==> src/rtl/coefficient_pkg.sv <==
// coefficient_pkg: shared types, default geometry and k_size legality check
package coefficient_pkg;
    localparam int COFCNT_BIT_DEF = 16;
    localparam int MASK_WIDTH_DEF = 7;
    localparam int MASK_WORDS     = MASK_WIDTH_DEF * MASK_WIDTH_DEF;
    localparam int IDX_W          = $clog2(MASK_WORDS);
    localparam int KS_W           = $clog2(MASK_WIDTH_DEF + 1);

    typedef enum logic {IDLE, LOAD} state_t;

    function automatic logic k_legal(input int k, input int mw);
        return (k >= 1) && (k <= mw) && (k % 2 == 1);
    endfunction
endpackage

==> src/rtl/coefficient_pos_counter.sv <==
// coefficient_pos_counter: row/col scan over the mask with last-position flag
// and a window compare against the centred kernel bounds latched at load.
module coefficient_pos_counter
    import coefficient_pkg::*;
#(
    parameter int MASK_WIDTH = MASK_WIDTH_DEF,
    parameter int KW         = $clog2(MASK_WIDTH + 1)
) (
    input  logic          clk,
    input  logic          rst_n,
    input  logic          i_load,
    input  logic [KW-1:0] i_k,
    input  logic          i_adv,
    output logic          o_inside,
    output logic          o_last
);
    localparam int RC_W = $clog2(MASK_WIDTH);
    localparam logic [RC_W-1:0] LAST = RC_W'(MASK_WIDTH - 1);

    logic [RC_W-1:0] r_row, r_col, r_lo, r_hi;
    logic [RC_W-1:0] w_lo;

    assign w_lo = RC_W'((MASK_WIDTH - int'(i_k)) / 2);

    always_ff @(posedge clk or negedge rst_n) begin
        if (!rst_n) begin
            r_row <= '0;
            r_col <= '0;
            r_lo  <= '0;
            r_hi  <= '0;
        end else if (i_load) begin
            r_row <= '0;
            r_col <= '0;
            r_lo  <= w_lo;
            r_hi  <= w_lo + RC_W'(i_k) - RC_W'(1);
        end else if (i_adv) begin
            r_col <= (r_col == LAST) ? '0 : r_col + RC_W'(1);
            r_row <= (r_col != LAST) ? r_row : (r_row == LAST) ? '0 : r_row + RC_W'(1);
        end
    end

    assign o_last   = (r_row == LAST) && (r_col == LAST);
    assign o_inside = (r_row >= r_lo) && (r_row <= r_hi) && (r_col >= r_lo) && (r_col <= r_hi);
endmodule

==> src/rtl/coefficient_loader.sv <==
// coefficient_loader: accepts a k x k kernel from a valid/ready stream and emits
// exactly MASK_WIDTH^2 writes with the kernel centred in zero padding.
module coefficient_loader
    import coefficient_pkg::*;
#(
    parameter int COFCNT_BIT = COFCNT_BIT_DEF,
    parameter int MASK_WIDTH = MASK_WIDTH_DEF
) (
    input  logic                            clk,
    input  logic                            reset,
    input  logic                            start,
    input  logic [$clog2(MASK_WIDTH+1)-1:0] k_size,
    input  logic                            s_valid,
    output logic                            s_ready,
    input  logic [COFCNT_BIT-1:0]           s_data,
    output logic                            wr_en,
    output logic [COFCNT_BIT-1:0]           wr_data,
    output logic                            busy,
    output logic                            done,
    output logic                            err
);
    state_t r_state, w_next;
    logic   r_wr_en, r_done, r_err;
    logic [COFCNT_BIT-1:0] r_wr_data;
    logic   w_inside, w_last, w_idle, w_accept, w_adv;

    coefficient_pos_counter #(.MASK_WIDTH(MASK_WIDTH)) u_pos (
        .clk     (clk),
        .rst_n   (reset),
        .i_load  (w_accept),
        .i_k     (k_size),
        .i_adv   (w_adv),
        .o_inside(w_inside),
        .o_last  (w_last)
    );

    // The done cycle still counts as busy, so a start there is rejected.
    assign w_idle   = (r_state == IDLE) && !r_done;
    assign w_accept = start && w_idle && k_legal(int'(k_size), MASK_WIDTH);
    assign w_adv    = (r_state == LOAD) && (!w_inside || s_valid);

    always_comb begin
        w_next = r_state;
        if (r_state == IDLE && w_accept)
            w_next = LOAD;
        else if (r_state == LOAD && w_adv && w_last)
            w_next = IDLE;
    end

    always_ff @(posedge clk or negedge reset) begin
        if (!reset) begin
            r_state   <= IDLE;
            r_wr_en   <= 1'b0;
            r_wr_data <= '0;
            r_done    <= 1'b0;
            r_err     <= 1'b0;
        end else begin
            r_state   <= w_next;
            r_wr_en   <= w_adv;
            r_wr_data <= (w_adv && w_inside) ? s_data : '0;
            r_done    <= w_adv && w_last;
            r_err     <= start && !w_accept;
        end
    end

    assign s_ready = (r_state == LOAD) && w_inside;
    assign busy    = (r_state == LOAD) || r_done;
    assign wr_en   = r_wr_en;
    assign wr_data = r_wr_data;
    assign done    = r_done;
    assign err     = r_err;
endmodule

==> config.mk <==
export PLATFORM = sky130hd
export DESIGN_NAME = coefficient_loader
export DESIGN_NICKNAME = d
export VERILOG_FILES = /design/src/rtl/coefficient_pkg.sv /design/src/rtl/coefficient_pos_counter.sv /design/src/rtl/coefficient_loader.sv
export SDC_FILE = /design/constraint.sdc
export NUM_CORES = 1
export LEC_CHECK = 0
export BUFFER_PORTS_ARGS = -buffer_cell sky130_fd_sc_hd__clkbuf_2
export CAP_MARGIN = 20
export CORE_MARGIN = 8
export CORE_UTILIZATION = 35
export CTS_BUF_LIST = sky130_fd_sc_hd__clkbuf_8
export CTS_CLUSTER_SIZE = 14
export DETAILED_ROUTE_END_ITERATION = 8
export GPL_TIMING_DRIVEN = 0
export RECOVER_POWER = 25
export SLEW_MARGIN = 10
export SYNTH_ARGS = -nofsm -noshare
export SYNTH_HDL_FRONTEND = slang
export SYNTH_SLANG_ARGS = --single-unit
==> constraint.sdc <==
create_clock -name clk -period 2.13 [get_ports clk]
set_input_delay 0.3195 -clock clk [delete_from_list [all_inputs] [get_ports clk]]
set_output_delay 0.3195 -clock clk [all_outputs]
set_load 0.01 [all_outputs]
# After elaboration in Yosys (flattened, before gate mapping)

Cells that the tools add are included.

ROM bits: 0
Logic and storage cells: 60
Latch bits: 0
Bits in writable memories: 0
Output and inout bits: 21
Memories: 0
Input bits: 23
Register bits after elaboration: 32

Add/sub/neg operators: 6
Multiply operators: 0
Reduce and logical (&&, ||, !) cells: 24
Shift operators: 0
Div/mod/pow operators: 0
Order comparisons: 5
Bitwise operators: 2
Equality and inequality tests: 4
Muxes and demuxes: 10

Operators by type and width:

| operator            | count |
|---|---|
| $mux 3              | 7 |
| $logic_and 1x1->1   | 16 |
| $mux 16             | 1 |
| $add 3x1->3 const B | 2 |
| $eq 3x3->1 const B  | 2 |
| $ge 3x3->1          | 2 |
| $le 3x3->1          | 2 |
| $reduce_bool 2->1   | 2 |
| $sub 3x3->4 const A | 1 |
| $add 3x1->3         | 1 |
| $add 3x3->3         | 1 |
| $ge 3x1->1 const B  | 1 |
| $logic_not 1->1     | 3 |
| $ne 3x3->1 const B  | 1 |
| $sub 3x1->3 const B | 1 |
| $logic_or 1x1->1    | 2 |
| $mux 1              | 2 |
| $ne 2x2->1 const B  | 1 |
| $reduce_and 2->1    | 1 |
| $and 1x1->1         | 1 |
| $not 1->1           | 1 |

# Longest topological paths before layout

Depth after elaboration: 11
Gate-level depth with buffers: 8
Depth with buffers taken out: 8

# Cells and area by module

Synthesis repeated with hierarchy kept, for this count alone.

Cell total of the unflattened synthesis: 129
Area total of the unflattened synthesis: 1,440.1 sq um

By module, submodules not included:

| module                  | area an instance (sq um) | times used | cells an instance |
|---|---|---|---|
| coefficient_pos_counter | 739.5                    | 1          | 81 |
| coefficient_loader      | 700.7                    | 1          | 48 |

# Worst setup path before layout

OpenSTA, ideal clock, no wires.

Kind: reg-to-output
Start point: register u_pos.r_col[1]
End point: output port s_ready
Path slack: 0.280 ns
Buffers on the path: 1
Cell stages (with the launch flop): 6
Arrival: 1.531 ns
Path through: dfrtp_1 > ha_1 > a211oi_2 > o22ai_2 > nor3_4 > buf_2

Cells in the longest elaborated chain, start to end: 4

RTL lines:

| element                  | line                          | RTL |
|---|---|---|
| start: declaration       | coefficient_pos_counter.sv:20 | `logic [RC_W-1:0] r_row, r_col, r_lo, r_hi;` |
| start signal: assignment | coefficient_pos_counter.sv:37 | `r_col <= (r_col == LAST) ? '0 : r_col + RC_W'(1);` |
| $ge 3x3->1               | coefficient_pos_counter.sv:43 | `assign o_inside = (r_row >= r_lo) && (r_row <= r_hi) && (r_col >= r_lo) && (r_col <= r_hi);` |
| $logic_and 1x1->1        | coefficient_pos_counter.sv:43 |  |
| $logic_and 1x1->1 (*)    | coefficient_pos_counter.sv:43 |  |
| $logic_and 1x1->1 (*)    | coefficient_loader.sv:66      | `assign s_ready = (r_state == LOAD) && w_inside;` |
| end: declaration         | coefficient_loader.sv:14      | `output logic s_ready,` |

Mark *: on every way between the ends. The rest lies on a longest branch, timed or not.

# Final worst setup path

Start point: register u_pos.r_col[0]
End point: output port s_ready

The elaborated chain is that of the path after synthesis.

==> metrics.yaml <==
worstSetupPathType: "flip-flop to output port"
die_height_um: 80.4
min_path_type: "input port to flip-flop"
yosysSeqAreaShare_pct: 53.5
crit_fanout: 4
grt_first_pass_wirelength_mm: 5.73
period_needed_ns: 2.10
path_depth: 7
synth_fp_nets: 162
finalCritPeriodShare_pct: 98.6
grt_remaining_overflow: 0
first_global_vias: 1232
io_pins: 44
maxCapViolations: 1
rr_endpoint: "u_pos.r_col[0]"
antenna_left: 0
synthCells: 127
whs_ns: 0.251
drc_errors: 0
drive_gt1_share_pct: 45.6
setup_viol: 0
synth_top_area_share_pct: 53.5
cp_data_arrival_time_ns: 1.78
synth_top_area_cell: "dfrtp_1"
final_common_cell: "clkbuf_2"
antenna_cells: 0
synth_area_leaders: "dfrtp_1, ha_1, and3_1, inv_1, o21ai_0"
startpoint_type: "flip-flop"
dp_hpwl_mm: 2.61
slowest_delay_ns: 0.41
gp_congestion: 0.847
peakVddDrop_mv: 0.438
fmax_ghz: 0.476
path_clk_slew_ns: 0.06
ys_types: 30
totalPowerFinal_mw: 3.07
area_growth_pct: 37.6
cp-endpoint: "s_ready"
layout_common_cells: "clkbuf_2, dfrtp_1, and3_1, buf_4, inv_1"
grt_max_degree: 32
first_iter_violations: 45
crit_family: "flip-flops"
wl_mm: 3.56
n_fill_cell: 371
slew_headroom_pct: -7.84
antenna_found_initial: 0
die_w_um: 80.4
hold_start: "k_size[2]"
die_area_um2: 6460
cellLeakagePower_nw: 1.06
numPortBuffers: 43
syn_area_per_cell_um2: 11.4
timing.rr.start: "u_pos.r_col[0]"
rsz0062_at_grt: "true"
core_um2: 4000
worstMarginPinSlew_ns: 1.62
clock-sinks: 31
worst_path_max_delay_cell: "dfrtp_1"
worst_path_most_repeated_cell: "buf_6"
cts_buffer_depth: 2
yosysWarnings: 0
end_kind: "output port"
via_count: 1174
nNetsFinal: 228
wl_per_cell_um: 14.6
cp.buffers_inverters: 3
numCtsBuffers: 5
vias_per_cell: 4.83
failed_checks: "capacitance limit, slew limit"
r2r_slack_ns: 0.08
clock_latency_ns: 0.28
powerDensity_nw_per_um2: 1540
cts_tree: "yes"
fin_util_pct: 49.9
outcome: "finished with violations"
std_cell_rows: 23
initial_core_util_pct: 36.3
grt_usage_pct: 11.5
fin_skew_ns: 0.00450
root_buffer: "clkbuf_8"
ys_ff_latch: 31
critical_path.startpoint: "u_pos.r_col[0]"
required_ns: 1.81
first_pass_iters: 4
worstPathCellList: "inv_2 > ha_4 > o21ai_2 > a22o_2 > nor3_4 > buf_6 > buf_6"
ff2ff_path_depth: 9
finalMaxSlewViolations: 32
syn-cell-area_um2: 1450
report.final.hold_viol_count: 0
htreeDepth: 2
==> final cells by class <==
type	instances	area (µm²)	share of cell area, %
flip-flops and latches	31	782	39.2
multi-input cells	76	641	32.1
repair buffers	59	340	17.1
clock buffers	6	82.6	4.14
inverters	17	63.8	3.20
well taps	50	62.6	3.13
plain buffers	3	18.8	0.940
clock inverters	1	5.00	0.251
==> sequential cells by signal (all words and copies together), names as in the netlist <==
name / flops
u_pos.r_row: 3
u_pos.r_hi: 3
u_pos.r_col: 3
err: 1
wr_data: 16
done: 1
u_pos.r_lo: 2
r_state: 1
wr_en: 1
==> worst min path at each step <==
stage / endpoint / slack, ns / cells after the start
floorplan: done / 0.02 / 0
global placement: u_pos.r_hi[2] / 0.40 / 1
detailed placement: u_pos.r_hi[1] / 0.43 / 1
CTS: u_pos.r_lo[1] / 0.12 / 1
global route: u_pos.r_lo[1] / 0.26 / 2
finish: u_pos.r_lo[1] / 0.25 / 2
==> per-stage QoR <==
step                      worst slack [ns]  area [µm²]  TNS [ns]  instances
after floorplan                      0.280        1450         0        127
after global placement             -0.0305        1730   -0.0305        220
after detailed placement           -0.0956        1730   -0.0956        220
after CTS                          -0.0537        1900   -0.0537        233
after global routing               -0.0928        2000    -0.160        243
final                               0.0295        2000         0        243
==> where the power goes <==
part	total, mW	internal (mW)	switching [mW]
clock network	0.455	0.253	0.203
logic	1.71	0.912	0.800
registers	0.907	0.778	0.128
==> synthesized netlist by cell type <==
cell and n:
dfrtp_1 31, inv_1 17, and3_1 16, ha_1 11
o21ai_0 10, nand2_1 9, nor2_1 5, nand3_1 3
a211oi_2 2, clkbuf_1 2, o211ai_1 2, a211oi_1 1
a21oi_1 1, a22o_1 1, a31o_2 1, a32o_1 1
a41o_1 1, and2_1 1, and4_1 1, buf_2 1
fa_1 1, nor3_4 1, nor3b_4 1, o21ai_2 1
o22ai_1 1, o22ai_2 1, o31a_4 1, o31ai_1 1
o31ai_4 1, o41ai_1 1
==> cells by family after synthesis <==
group	Yosys count	synth area share, %
flops	31	53.5
fa+ha+maj	12	10.9
buf+inv	20	5.26
simple gates	37	15.0
compound gates	27	15.4
==> what timing repair did <==
item,CTS,global route
pin swaps,4,5
hold buffers,0,0
gates resized for setup,12,9
setup buffers,6,10
gates cloned,0,0
setup endpoints to repair,1,2
==> routing by layer <==
| metal | vias to the layer above | track usage [%] | wire [µm] |
|---|---|---|---|
| met5 | - | 0 | 0 |
| met4 | 0 | 6.55 | 76 |
| met3 | 4 | 3.91 | 178 |
| met2 | 19 | 20.4 | 1980 |
| met1 | 576 | 11.3 | 1320 |
| li1 | 575 | - | - |
Power figures use the tool's default switching activity.
